`src/rtl/adc_packer_pkg.sv`:
```
// Shared types and header layout for the ADC frame packer.
package adc_packer_pkg;

    typedef enum logic [1:0] {
        ST_IDLE    = 2'd0,
        ST_CAPTURE = 2'd1,
        ST_GAP     = 2'd2
    } state_t;

    localparam int HDR_W     = 16;
    localparam int HDR_OVF   = 15;
    localparam int HDR_SW    = 14;
    localparam int HDR_SOF   = 13;
    localparam int HDR_IDX_W = 13;

    function automatic logic [HDR_W-1:0] make_header(
        input logic                 ovf,
        input logic                 sw,
        input logic                 sof,
        input logic [HDR_IDX_W-1:0] idx
    );
        logic [HDR_W-1:0] h;
        h                 = '0;
        h[HDR_OVF]        = ovf;
        h[HDR_SW]         = sw;
        h[HDR_SOF]        = sof;
        h[HDR_IDX_W-1:0]  = idx;
        return h;
    endfunction

endpackage

```
`src/rtl/adc_frame_packer_if.sv`:
```
// Packed-word output stream with a valid/ready handshake.
interface adc_frame_packer_if #(
    parameter int WORD_W = 64
);
    logic [WORD_W-1:0] out_data;
    logic              out_valid;
    logic              out_ready;

    modport master (output out_data, output out_valid, input out_ready);
    modport slave  (input out_data, input out_valid, output out_ready);
endinterface

```
`src/rtl/adc_word_fifo.sv`:
```
// Synchronous word FIFO; accepts a push while full when a pop happens in the same cycle.
module adc_word_fifo #(
    parameter int WIDTH = 64,
    parameter int DEPTH = 4
) (
    input  logic             clk,
    input  logic             rst_n,
    input  logic             push,
    input  logic [WIDTH-1:0] push_data,
    input  logic             pop,
    output logic [WIDTH-1:0] pop_data,
    output logic             full,
    output logic             empty
);
    localparam int AW = (DEPTH > 1) ? $clog2(DEPTH) : 1;

    logic [WIDTH-1:0] mem [DEPTH];
    logic [AW-1:0]    wr_addr, rd_addr;
    logic [AW:0]      count;
    logic             do_push, do_pop;

    assign empty    = (count == '0);
    assign full     = (count == (AW+1)'(DEPTH));
    assign do_pop   = pop && !empty;
    assign do_push  = push && (!full || do_pop);
    assign pop_data = empty ? '0 : mem[rd_addr];

    // NOTE: storage array has no reset; emptiness is tracked by count, so stale entries are never visible.
    always_ff @(posedge clk) begin
        if (do_push) mem[wr_addr] <= push_data;
    end

    always_ff @(posedge clk or negedge rst_n) begin
        if (!rst_n) begin
            wr_addr <= '0;
            rd_addr <= '0;
            count   <= '0;
        end else begin
            if (do_push) wr_addr <= (wr_addr == AW'(DEPTH-1)) ? '0 : wr_addr + AW'(1);
            if (do_pop)  rd_addr <= (rd_addr == AW'(DEPTH-1)) ? '0 : rd_addr + AW'(1);
            if (do_push && !do_pop)      count <= count + (AW+1)'(1);
            else if (do_pop && !do_push) count <= count - (AW+1)'(1);
        end
    end
endmodule

```
`src/rtl/adc_frame_packer.sv`:
```
// ADC frame packer: selects a channel per sample, packs samples under a 16-bit header,
// frames words with a discard gap, drives sync pulse / polarisation switch, queues words.
module adc_frame_packer
    import adc_packer_pkg::*;
#(
    parameter int SAMPLE_W = 8,
    parameter int NCH      = 2,
    parameter int WORD_W   = 64,
    parameter int IDX_W    = 13,
    parameter int FIFO_D   = 4
) (
    input  logic                    clk,
    input  logic                    rst_n,
    input  logic [NCH*SAMPLE_W-1:0] adc_in,
    input  logic                    adc_valid,
    input  logic                    enable,
    input  logic [IDX_W-1:0]        cfg_frame_len,
    input  logic [3:0]              cfg_gap,
    input  logic [IDX_W-1:0]        cfg_pulse_off,
    input  logic [7:0]              cfg_pulse_wid,
    input  logic                    cfg_ch_auto,
    input  logic [1:0]              cfg_ch_sel,
    input  logic [23:0]             cfg_frames_to_switch,
    input  logic                    cfg_auto_pol,
    input  logic                    cfg_manual_pol,
    input  logic                    clr_ovf,
    adc_frame_packer_if.master      stream,
    output logic                    sync_pulse,
    output logic                    pol_out,
    output logic                    ovf,
    output logic [23:0]             frame_cnt
);
    localparam int PAY_W = WORD_W - HDR_W;
    localparam int SPW   = PAY_W / SAMPLE_W;
    localparam int SIW   = (SPW > 1) ? $clog2(SPW) : 1;

    state_t state, state_next;

    logic [IDX_W-1:0] sh_frame_len, sh_pulse_off;
    logic [3:0]       sh_gap;
    logic [7:0]       sh_pulse_wid;
    logic             sh_ch_auto, sh_auto_pol, sh_manual_pol;
    logic [1:0]       sh_ch_sel;
    logic [23:0]      sh_fts;

    logic [IDX_W-1:0] eff_frame_len, nxt_pulse_off;
    logic [3:0]       eff_gap;
    logic [7:0]       nxt_pulse_wid;
    logic             eff_ch_auto, eff_auto_pol, eff_manual_pol;
    logic [1:0]       eff_ch_sel;
    logic [23:0]      eff_fts, fts_eff;
    logic             in_idle, sh_load;

    logic [SIW-1:0]   samp_idx;
    logic [IDX_W-1:0] word_idx, word_idx_next;
    logic [1:0]       ch_rr, ch;
    logic [3:0]       gap_cnt;
    logic [PAY_W-1:0] payload, payload_now;
    logic [SAMPLE_W-1:0] sample;
    logic             cap_sample, word_done, last_word, gap_done, frame_end;
    logic [IDX_W:0]   pulse_end;
    logic             pulse_next;
    logic             push_pending, sw_state;
    logic [WORD_W-1:0] push_data, fifo_rd_data;
    logic             fifo_full, fifo_empty, fifo_pop, drop;
    logic [HDR_IDX_W-1:0] idx13;

    // While idle the live configuration is in force; once a frame runs the shadow copy is.
    assign in_idle = (state == ST_IDLE);

    always_comb begin
        eff_frame_len  = in_idle ? cfg_frame_len        : sh_frame_len;
        eff_gap        = in_idle ? cfg_gap              : sh_gap;
        eff_ch_auto    = in_idle ? cfg_ch_auto          : sh_ch_auto;
        eff_ch_sel     = in_idle ? cfg_ch_sel           : sh_ch_sel;
        eff_fts        = in_idle ? cfg_frames_to_switch : sh_fts;
        eff_auto_pol   = in_idle ? cfg_auto_pol         : sh_auto_pol;
        eff_manual_pol = in_idle ? cfg_manual_pol       : sh_manual_pol;
        fts_eff        = (eff_fts == 24'd0) ? 24'd1 : eff_fts;
    end

    assign pol_out = eff_auto_pol ? sw_state : eff_manual_pol;

    always_comb begin
        ch = ch_rr;
        if (!eff_ch_auto) ch = (32'(eff_ch_sel) < NCH) ? eff_ch_sel : 2'd0;
        sample = adc_in[SAMPLE_W-1:0];
        for (int c = 1; c < NCH; c++) begin
            if (ch == 2'(c)) sample = adc_in[c*SAMPLE_W +: SAMPLE_W];
        end
    end

    always_comb begin
        payload_now = payload;
        for (int k = 0; k < SPW; k++) begin
            if (samp_idx == SIW'(k)) payload_now[k*SAMPLE_W +: SAMPLE_W] = sample;
        end
    end

    // NOTE: every always_comb output gets a default before any branch, so no latch is inferred.
    always_comb begin
        state_next = state;
        cap_sample = adc_valid && ((in_idle && enable) || (state == ST_CAPTURE));
        word_done  = cap_sample && (samp_idx == SIW'(SPW-1));
        last_word  = word_done && (word_idx == eff_frame_len);
        gap_done   = (state == ST_GAP) && adc_valid && (gap_cnt == sh_gap - 4'd1);
        frame_end  = (last_word && (eff_gap == 4'd0)) || gap_done;
        if (cap_sample && in_idle)          state_next = ST_CAPTURE;
        if (last_word && (eff_gap != 4'd0)) state_next = ST_GAP;
        if (frame_end)                      state_next = enable ? ST_CAPTURE : ST_IDLE;
    end

    assign sh_load       = in_idle || frame_end;
    assign nxt_pulse_off = sh_load ? cfg_pulse_off : sh_pulse_off;
    assign nxt_pulse_wid = sh_load ? cfg_pulse_wid : sh_pulse_wid;

    always_comb begin
        word_idx_next = word_idx;
        if (word_done) word_idx_next = last_word ? '0 : word_idx + IDX_W'(1);
        pulse_end  = {1'b0, nxt_pulse_off} + (IDX_W+1)'(nxt_pulse_wid);
        pulse_next = (state_next == ST_CAPTURE) && (nxt_pulse_wid != 8'd0) &&
                     (word_idx_next >= nxt_pulse_off) && ({1'b0, word_idx_next} < pulse_end);
    end

    if (IDX_W >= HDR_IDX_W) begin : g_idx_trunc
        assign idx13 = word_idx[HDR_IDX_W-1:0];
    end else begin : g_idx_ext
        assign idx13 = {{(HDR_IDX_W-IDX_W){1'b0}}, word_idx};
    end

    assign fifo_pop = !fifo_empty && stream.out_ready;
    assign drop     = push_pending && fifo_full && !fifo_pop;

    // NOTE: sequential state uses non-blocking assignments so every register samples pre-edge values.
    always_ff @(posedge clk or negedge rst_n) begin
        if (!rst_n) begin
            state         <= ST_IDLE;
            sh_frame_len  <= '0;
            sh_pulse_off  <= '0;
            sh_gap        <= '0;
            sh_pulse_wid  <= '0;
            sh_ch_auto    <= 1'b0;
            sh_ch_sel     <= '0;
            sh_fts        <= '0;
            sh_auto_pol   <= 1'b0;
            sh_manual_pol <= 1'b0;
            samp_idx      <= '0;
            word_idx      <= '0;
            ch_rr         <= '0;
            gap_cnt       <= '0;
            payload       <= '0;
            push_pending  <= 1'b0;
            push_data     <= '0;
            sync_pulse    <= 1'b0;
            sw_state      <= 1'b0;
            frame_cnt     <= '0;
            ovf           <= 1'b0;
        end else begin
            state        <= state_next;
            sync_pulse   <= pulse_next;
            push_pending <= word_done;
            word_idx     <= word_idx_next;
            if (word_done)
                push_data <= {make_header(ovf, sw_state, word_idx == '0, idx13), payload_now};
            if (sh_load) begin
                sh_frame_len  <= cfg_frame_len;
                sh_pulse_off  <= cfg_pulse_off;
                sh_gap        <= cfg_gap;
                sh_pulse_wid  <= cfg_pulse_wid;
                sh_ch_auto    <= cfg_ch_auto;
                sh_ch_sel     <= cfg_ch_sel;
                sh_fts        <= cfg_frames_to_switch;
                sh_auto_pol   <= cfg_auto_pol;
                sh_manual_pol <= cfg_manual_pol;
            end
            if (cap_sample) begin
                payload  <= payload_now;
                samp_idx <= word_done ? '0 : samp_idx + SIW'(1);
                if (last_word || ch_rr == 2'(NCH-1)) ch_rr <= '0;
                else                                 ch_rr <= ch_rr + 2'd1;
            end
            if ((state == ST_GAP) && adc_valid) gap_cnt <= gap_done ? 4'd0 : gap_cnt + 4'd1;
            if (frame_end) begin
                if (({1'b0, frame_cnt} + 25'd1) >= {1'b0, fts_eff}) begin
                    frame_cnt <= '0;
                    sw_state  <= !sw_state;
                end else begin
                    frame_cnt <= frame_cnt + 24'd1;
                end
            end
            // A drop in the same cycle as a clear keeps the flag set.
            if (drop)         ovf <= 1'b1;
            else if (clr_ovf) ovf <= 1'b0;
        end
    end

    adc_word_fifo #(
        .WIDTH (WORD_W),
        .DEPTH (FIFO_D)
    ) u_fifo (
        .clk       (clk),
        .rst_n     (rst_n),
        .push      (push_pending),
        .push_data (push_data),
        .pop       (fifo_pop),
        .pop_data  (fifo_rd_data),
        .full      (fifo_full),
        .empty     (fifo_empty)
    );

    assign stream.out_data  = fifo_rd_data;
    assign stream.out_valid = !fifo_empty;
endmodule

```
`src/flat_wrapper.sv`:
```
// flat-port wrapper written by rule: the top's interface ports become plain ports
module adc_frame_packer_flat import adc_packer_pkg::*;
#(
    parameter int SAMPLE_W = 8,
    parameter int NCH      = 2,
    parameter int WORD_W   = 64,
    parameter int IDX_W    = 13,
    parameter int FIFO_D   = 4
)
  (clk, rst_n, adc_in, adc_valid, enable, cfg_frame_len, cfg_gap, cfg_pulse_off, cfg_pulse_wid, cfg_ch_auto, cfg_ch_sel, cfg_frames_to_switch, cfg_auto_pol, cfg_manual_pol, clr_ovf, sync_pulse, pol_out, ovf, frame_cnt, stream_out_data, stream_out_valid, stream_out_ready);
  adc_frame_packer_if #(.WORD_W(WORD_W)) stream_i ();
  input  logic clk;
  input  logic rst_n;
  input  logic [NCH*SAMPLE_W-1:0] adc_in;
  input  logic adc_valid;
  input  logic enable;
  input  logic [IDX_W-1:0] cfg_frame_len;
  input  logic [3:0] cfg_gap;
  input  logic [IDX_W-1:0] cfg_pulse_off;
  input  logic [7:0] cfg_pulse_wid;
  input  logic cfg_ch_auto;
  input  logic [1:0] cfg_ch_sel;
  input  logic [23:0] cfg_frames_to_switch;
  input  logic cfg_auto_pol;
  input  logic cfg_manual_pol;
  input  logic clr_ovf;
  output logic sync_pulse;
  output logic pol_out;
  output logic ovf;
  output logic [23:0] frame_cnt;
  output wire logic [$bits(stream_i.out_data)-1:0] stream_out_data;
  output wire logic [$bits(stream_i.out_valid)-1:0] stream_out_valid;
  input wire logic [$bits(stream_i.out_ready)-1:0] stream_out_ready;
  assign stream_out_data = stream_i.out_data;
  assign stream_out_valid = stream_i.out_valid;
  assign stream_i.out_ready = stream_out_ready;
  adc_frame_packer #(.SAMPLE_W(SAMPLE_W), .NCH(NCH), .WORD_W(WORD_W), .IDX_W(IDX_W), .FIFO_D(FIFO_D)) u_core (.clk(clk), .rst_n(rst_n), .adc_in(adc_in), .adc_valid(adc_valid), .enable(enable), .cfg_frame_len(cfg_frame_len), .cfg_gap(cfg_gap), .cfg_pulse_off(cfg_pulse_off), .cfg_pulse_wid(cfg_pulse_wid), .cfg_ch_auto(cfg_ch_auto), .cfg_ch_sel(cfg_ch_sel), .cfg_frames_to_switch(cfg_frames_to_switch), .cfg_auto_pol(cfg_auto_pol), .cfg_manual_pol(cfg_manual_pol), .clr_ovf(clr_ovf), .stream(stream_i), .sync_pulse(sync_pulse), .pol_out(pol_out), .ovf(ovf), .frame_cnt(frame_cnt));
endmodule
```
`config.mk`:
```
export PLATFORM = sky130hd
export DESIGN_NAME = adc_frame_packer_flat
export DESIGN_NICKNAME = d
export VERILOG_FILES = /design/src/rtl/adc_packer_pkg.sv /design/src/rtl/adc_frame_packer_if.sv /design/src/rtl/adc_word_fifo.sv /design/src/rtl/adc_frame_packer.sv /design/src/flat_wrapper.sv
export SDC_FILE = /design/constraint.sdc
export NUM_CORES = 1
export LEC_CHECK = 0
export CAP_MARGIN = 30
export CORE_AREA = 2 2 204 206
export DETAILED_ROUTE_END_ITERATION = 16
export DIE_AREA = 0 0 206 208
export GPL_TIMING_DRIVEN = 0
export PLACE_DENSITY_LB_ADDON = 0.12
export SYNTH_ARGS = -nofsm -noshare
export SYNTH_HDL_FRONTEND = slang
export SYNTH_SLANG_ARGS = --single-unit
```
`constraint.sdc`:
```
create_clock -name clk -period 17.5 [get_ports clk]
set_input_delay 3.5 -clock clk [delete_from_list [all_inputs] [get_ports clk]]
set_output_delay 3.5 -clock clk [all_outputs]
set_load 0.005 [all_outputs]
```
* Word level (Yosys, flattened, before mapping)
Memories as Yosys holds them, arrays and structs flattened.
Index checks and enable logic that the tools add are counted.
** Cells by class
- Add/sub/neg operators :: 12
- $lt $le $gt $ge :: 4
- Eq/ne operators :: 15
- Multiplexer cells :: 39
- Reduce and logical (&&, ||, !) cells :: 41
** Operators with widths (count)
- 2-to-1 mux 24 bit :: 3
- 2-to-1 mux 64 bit :: 1
- 2-to-1 mux 8 bit :: 8
- 2-to-1 mux 13 bit :: 4
- adder 24 x 1 -> 25 bit (second input constant) :: 1
- >= comparator 25 x 24 -> 1 bit :: 1
- adder 24 x 1 -> 24 bit (second input constant) :: 1
- logical NOT 24 bit :: 1
- logical AND 1 bit :: 19
- 2-to-1 mux 2 bit :: 9
- adder 13 x 8 -> 14 bit :: 1
- < comparator 13 x 14 -> 1 bit :: 1
- adder 13 x 1 -> 13 bit (second input constant) :: 1
- == test 13 bit :: 1
- >= comparator 13 bit :: 1
- logical NOT 13 bit :: 1
- == test 3 bit (second input constant) :: 3
- 2-to-1 mux 1 bit :: 9
- 2-to-1 mux 3 bit :: 3
- == test 2 x 1 -> 1 bit (second input constant) :: 4
- 2-to-1 mux 4 bit :: 2
- nonzero test 8 bit :: 1
- adder 2 x 1 -> 2 bit (second input constant) :: 3
- adder 3 x 1 -> 3 bit (second input constant) :: 2
- 16 further kinds :: 30
** Word-level totals
- Register bits after elaboration :: 238
- RAM bits :: 256
- Input port bits :: 89
- Output and inout port bits :: 92
- Word-level logic and storage cells :: 136
- Memories :: 1
** Memories
- u_core.u_fifo.mem :: words 4, width 64, read ports 1, clocked after memory_dff 0, wr ports 1, line adc_word_fifo.sv:17 : logic [WIDTH-1:0] mem [DEPTH];

* Logic depth before layout (Yosys ltp)
Gate-level depths: netlist (run 1).
- Depth after elaboration :: 14
- Gate-level depth with buffers :: 31

* Modules after synthesis
A second synthesis (run 1) with hierarchy kept.
** Unflattened totals
- Cell total of the unflattened synthesis :: 1700
- Area total of the unflattened synthesis :: 22118.7 um^2
** By module, submodules not included
- adc_frame_packer :: instances 1, cells each 1258, area an instance 12026.5 um^2, seq. area each 5580.4 um^2
- adc_word_fifo :: instances 1, cells each 442, area an instance 10092.2 um^2, seq. area each 7862.5 um^2

* Worst setup path after synthesis (run 1)
Ideal clock, no wire load.
- Path type :: input port to flip-flop
- From :: in cfg_frame_len[6]
- To :: reg u_core.sync_pulse
- Setup time :: 0.077 ns
- Arrival time :: 8.620 ns
- Data required time :: 17.423 ns
- Setup slack :: 8.802 ns
- Stages :: 26
- Path through :: xor2_1 > a211o_1 > a2bb2oi_1 > a2111oi_4 > nand4_2 > nand2_1 > buf_2 > buf_4 > mux2_2 > ha_1 > fa_1 > nand2_1 > o21ai_0 > a211o_1 > nor3_1 > o31ai_2 > a2111o_1 > nand3_1 > ha_1 > nand4_1 > nor2_1 > a221oi_1 > o21ai_0 > a31o_2 > a21o_1 > a21oi_1
** RTL lines
- start: declaration :: line flat_wrapper.sv:17 : input logic [IDX_W-1:0] cfg_frame_len;
- 2-to-1 mux 13 bit (*) :: line adc_frame_packer.sv:72 : eff_frame_len = in_idle ? cfg_frame_len : sh_frame_len;
- == test 13 bit (*) :: line adc_frame_packer.sv:105 : last_word = word_done && (word_idx == eff_frame_len);
- logical AND 1 bit (*) :: line adc_frame_packer.sv:105
- logical AND 1 bit (*) :: line adc_frame_packer.sv:107 : frame_end = (last_word && (eff_gap == 4'd0)) || gap_done;
- logical OR 1 bit (*) :: line adc_frame_packer.sv:107
- logical OR 1 bit (*) :: line adc_frame_packer.sv:113 : assign sh_load = in_idle || frame_end;
- 2-to-1 mux 13 bit (*) :: line adc_frame_packer.sv:114 : assign nxt_pulse_off = sh_load ? cfg_pulse_off : sh_pulse_off;
- named net u_core.nxt_pulse_off[0] :: line adc_frame_packer.sv:46 : logic [IDX_W-1:0] eff_frame_len, nxt_pulse_off;
- adder 13 x 8 -> 14 bit or >= comparator 13 bit (tied branches) :: line adc_frame_packer.sv:120, adc_frame_packer.sv:122
- < comparator 13 x 14 -> 1 bit or logical AND 1 bit (tied branches) :: line adc_frame_packer.sv:122, adc_frame_packer.sv:121
- logical AND 1 bit (*) :: line adc_frame_packer.sv:122 : (word_idx_next >= nxt_pulse_off) && ({1'b0, word_idx_next} < pulse_end);
- named net u_core.pulse_next :: line adc_frame_packer.sv:62 : logic pulse_next;
- end signal: assignment :: line adc_frame_packer.sv:160 : sync_pulse <= pulse_next;
- end: declaration :: line adc_frame_packer.sv:28 : output logic sync_pulse,
Mark *: on every way through the listed nets, which the timed path passes. The rest lies on a longest branch.
A chain may end at the register's enable or synchronous reset.

* Worst setup path after layout (run 1)
- From :: in adc_valid
- To :: reg u_core.sync_pulse
** RTL lines
- start: declaration :: line flat_wrapper.sv:15 : input logic adc_valid;
- logical AND 1 bit :: line adc_frame_packer.sv:103 : cap_sample = adc_valid && ((in_idle && enable) || (state == ST_CAPTURE));
- logical AND 1 bit :: line adc_frame_packer.sv:104 : word_done = cap_sample && (samp_idx == SIW'(SPW-1));
- logical AND 1 bit :: line adc_frame_packer.sv:105
- logical AND 1 bit :: line adc_frame_packer.sv:107
- logical OR 1 bit (*) :: line adc_frame_packer.sv:107
- logical OR 1 bit (*) :: line adc_frame_packer.sv:113
- 2-to-1 mux 13 bit (*) :: line adc_frame_packer.sv:114
- named net u_core.nxt_pulse_off[0] :: line adc_frame_packer.sv:46
- adder 13 x 8 -> 14 bit or >= comparator 13 bit (tied branches) :: line adc_frame_packer.sv:120, adc_frame_packer.sv:122
- < comparator 13 x 14 -> 1 bit or logical AND 1 bit (tied branches) :: line adc_frame_packer.sv:122, adc_frame_packer.sv:121
- logical AND 1 bit (*) :: line adc_frame_packer.sv:122
- named net u_core.pulse_next :: line adc_frame_packer.sv:62
Marked as above.

==> summary.txt, run 1 <==
Run status
  • Status: completed

Route
  • Initial DRT Pass Iterations: 5
  • Metal2 WL: 26,790 µm
  • Via/cell ratio: 5.699
  • Via count: 14,760
  • 1st-iter DRT viols: 1,009
  • Routed length per instance: 20.51 µm
  • Routed WL: 53,130 µm
  • DRC Markers: 0
  • Final ANT Viol Nets: 0
  • WL met3: 2747 µm
  • Met1 WL: 22,400 µm
  • Uppermost routed layer: met4

Critical path
  • Crit Path Category: primary input to flop
  • Reg-to-reg slack, setup: 10.56 ns
  • Startpoint Class: primary input
  • Slowest CP cell: a2111oi_2
  • Buffers & Inverters on Critical Path: 3
  • R2R cell count: 27
  • R2R Path End: u_core.sync_pulse$_DFF_PN0_
  • Largest stage delay, worst path: 0.73 ns
  • Largest fanout on the critical path: 10
  • Cell mode on critical path: nand2_1
  • Crit path max-delay family: compound AO/OA/AOI/OAI gates
  • Worst path arrival time: 10.28 ns
  • Crit end category: flop
  • CP Data Required Time: 18.02 ns
  • Reg2reg start: u_core.state[0]$_DFF_PN0_

STA
  • F_max: 0.1024 GHz
  • Final Setup Violations: 0
  • Worst Skew: 0.01056 ns
  • Relative slew slack: 0.3732
  • WHS: 0.4655 ns
  • Worst Tran Pin Value: 0.9401 ns
  • Setup TNS: 0 ns
  • Hold Vio Cnt, Final: 0
  • Slew Viols, Final: 0
  • RSZ-0062 raised after global routing: false
  • Final worst-path cycle share: 0.5580
  • Fin crit period: 9.764 ns
  • Final WS setup: 7.736 ns

Synthesis
  • Yosys warnings: 0
  • Synth cell types: 71
  • Average cell area after synthesis: 12.47 µm²
  • Post-synthesis sequential area ratio: 0.6088
  • Count leader, synth: nand2_1
  • Syn Inst Count: 1,771
  • Synth async-reset ratio: 0.4733
  • Synth top area cells: edfxtp_1 35%, dfrtp_1 26%, mux4_2 6.5%
  • Area share of the largest cell type after synthesis: 0.3481
  • Mapped cell area: 22,080 µm²
  • Top FF cell, synth: edfxtp_1
  • Synthesized net count: 1,935
  • Post-synth top area cell: edfxtp_1
  • Most frequent cells after synthesis: 327 x nand2_1, 256 x edfxtp_1, 230 x dfrtp_1, 109 x o21ai_0, 74 x and2_1
  • Post-synth EDFFs: 256
  • Flops & latches, synth: 486

Layout
  • Fillers: 3,098
  • P&R area growth vs syn: 19.77%
  • Share of cells above drive strength 1: 0.1040
  • Multi-input gate area: 8099 µm²
  • # nets final: 2,182
  • Ant diodes: 0
  • Post-layout util: 0.6521
  • Register area: 13,440 µm²

Min path
  • Hold Path End: u_core.sh_fts[7]$_DFFE_PN0N_
  • Worst Hold Launch: u_core.sh_fts[7]$_DFFE_PN0N_
  • Hold Path Class: flop to flop
  • Worst hold stages: 2

Global routing
  • Global-route wire length before repair: 84,240 µm
  • Largest net degree at the start of global routing: 92
  • Initial antenna violation count: 0
  • Vias in the first global route: 15,060
  • Gr usage total: 0.2562
  • Grt total ovfl: 0

Clock network
  • Max Root-Sink Buffers: 3
  • Cts hold-fix bufs: 0
  • # clock sinks: 486
  • CTS tree: yes
  • CTS Buf Count: 48
  • Root buffer cell: clkbuf_16
  • Setup Buffers After CTS: 0
  • # resized after CTS: 0
  • CTS clk-pin slew, worst paths: 0.06 ns
  • Clk_lat worst skew: 0.60 ns
  • Max H-tree Level: 2

Die
  • Die area: 42,850 µm²
  • Height of the die: 208 µm
  • Die Width: 206 µm
  • I/O pin count: 181
  • Core ar.: 40,550 µm²
  • Initial core utilization: 0.5445
  • Cell row count: 74

Flow run
  • MaxCap Viol Count: 0

Pwr
  • Pwr per Cell Area: 141.6 nW/µm²
  • Worst VDD drop: 0.00007405 V
  • Leakage power: 10.61 nW

Placed design
  • PortBufs: 179
  • RD Place Congestion: 0.8978
  • Hpwl dp: 37,740 µm
  • Place WS: 7.093 ns
-- area by class of cell --
cell class              instances  area share
plain buffers                  91     0.01410
clock buffers                  70     0.05318
clock inverters                20    0.007759
inverters                      47    0.006671
multi-input cells            1147      0.3062
flip-flops and latches        486      0.5083
well taps                     532     0.02517
repair buffers                197     0.07858
-- metrics by stage --
step / power, W / instances / area [µm²]
global placement: 0.002659 / 2482 / 24540
floorplan: 0.002215 / 1771 / 22080
CTS: 0.003781 / 2590 / 26450
global route: 0.003955 / 2590 / 26450
detailed placement: 0.002724 / 2500 / 24840
finish: 0.003744 / 2590 / 26450
-- kinds of logic after synthesis --
| kind of cell | synth area share |
|---|---|
| simple gates | 0.1266 |
| flops | 0.6088 |
| compound gates | 0.07780 |
| buf+inv | 0.02488 |
| mux | 0.09446 |
| fa+ha+maj | 0.04408 |
| xor+xnor | 0.02340 |
-- cells in the final DEF, fill, tap and decap left out, types with 5 or more instances in the layout --
cell type and count:
mux2_2 19, nor2_1 73, and2_1 70, edfxtp_1 256, nand3_1 33, nor3_1 17
buf_1 15, clkinv_2 8, nor2b_1 8, nand2b_1 5, clkbuf_8 8, clkbuf_1 70
clkdlybuf4s50_1 178, a22o_1 12, o21a_1 5, o21ai_0 109, a31oi_1 8, buf_2 15
mux2i_1 43, buf_16 6, ha_1 73, xnor2_1 35, a21o_1 20, nand2_1 327
clkbuf_16 50, inv_1 46, mux4_2 64, a31o_2 5, xor2_1 24, o31ai_1 8
nand4_1 22, buf_4 9, a21oi_1 60, and3_1 18, nor4_1 12, clkinv_1 5
dfrtp_1 230
-- flip-flops by register name, indices dropped and copies added, names as in the netlist, 13 cells and up --
signal,count
u_core.u_fifo.mem,256
u_core.push_data,64
u_core.payload,40
u_core.frame_cnt,24
u_core.sh_fts,24
u_core.idx13,13
u_core.sh_frame_len,13
u_core.sh_pulse_off,13
-- layer usage --
metal	GRT usage	up-vias
met5	0	-
met4	0.06724	0
met3	0.04182	80
met2	0.4374	409
met1	0.3417	7379
li1	-	6892
-- worst reg2reg max path, stage by stage (launching register included) --
cell       delay [ns]
dfrtp_1          0.37
buf_6            0.13
nor2_2           0.30
buf_2            0.31
o311ai_1         0.13
a2111oi_2        0.62
nand4_2          0.32
nand2_1          0.24
buf_2            0.32
buf_4            0.26
mux2_2           0.40
ha_1             0.24
fa_1             0.45
nand2_1          0.11
o21ai_0          0.08
a211o_1          0.31
nor3_1           0.30
o31ai_2          0.16
a2111o_1         0.44
nand4_1          0.12
ha_1             0.24
nand2_1          0.07
nor2_1           0.06
a221oi_1         0.23
o21ai_0          0.12
a31o_2           0.23
a21o_1           0.17
a21oi_1          0.12
-- where the power goes --
part,switching (W),total [W],internal (W)
clock network,0.000444,0.00105,0.000606
registers,0.000146,0.00160,0.00145
logic,0.000538,0.00109,0.000556
total,0.00113,0.00374,0.00262
-- how the worst max path moves through the flow --
| stage | startpoint | to | slack, ns | cells after the start |
|---|---|---|---|---|
| floorplan | cfg_frame_len[6] | u_core.sync_pulse$_DFF_PN0_ | 8.80 | 26 |
| global placement | rst_n | u_core.payload[18]$_DFFE_PN0N_ | 2.86 | 1 |
| detailed placement | adc_valid | u_core.sync_pulse$_DFF_PN0_ | 7.09 | 27 |
| CTS | adc_valid | u_core.sync_pulse$_DFF_PN0_ | 7.72 | 27 |
| global route | adc_valid | u_core.sync_pulse$_DFF_PN0_ | 7.16 | 27 |
| finish | adc_valid | u_core.sync_pulse$_DFF_PN0_ | 7.74 | 27 |
(Power assumes the default switching activity.)
==> run 2, diff against run 1 <==
==> constraint.sdc (replaced) <==
create_clock -name clk -period 9.2 [get_ports clk]
set_input_delay 1.84 -clock clk [delete_from_list [all_inputs] [get_ports clk]]
set_output_delay 1.84 -clock clk [all_outputs]
set_load 0.005 [all_outputs]
==> results of run 2 <==
The final DEF is identical to that of run 1. Status: completed.
Among the figures that moved: setup slack after placement 7.093 ns -> 0.4532 ns; setup slack after layout 7.736 ns -> 1.096 ns; register-to-register setup slack 10.56 ns -> 2.26 ns; total power 0.003744 W -> 0.007128 W; worst IR drop on VDD 0.00007405 V -> 0.0001409 V
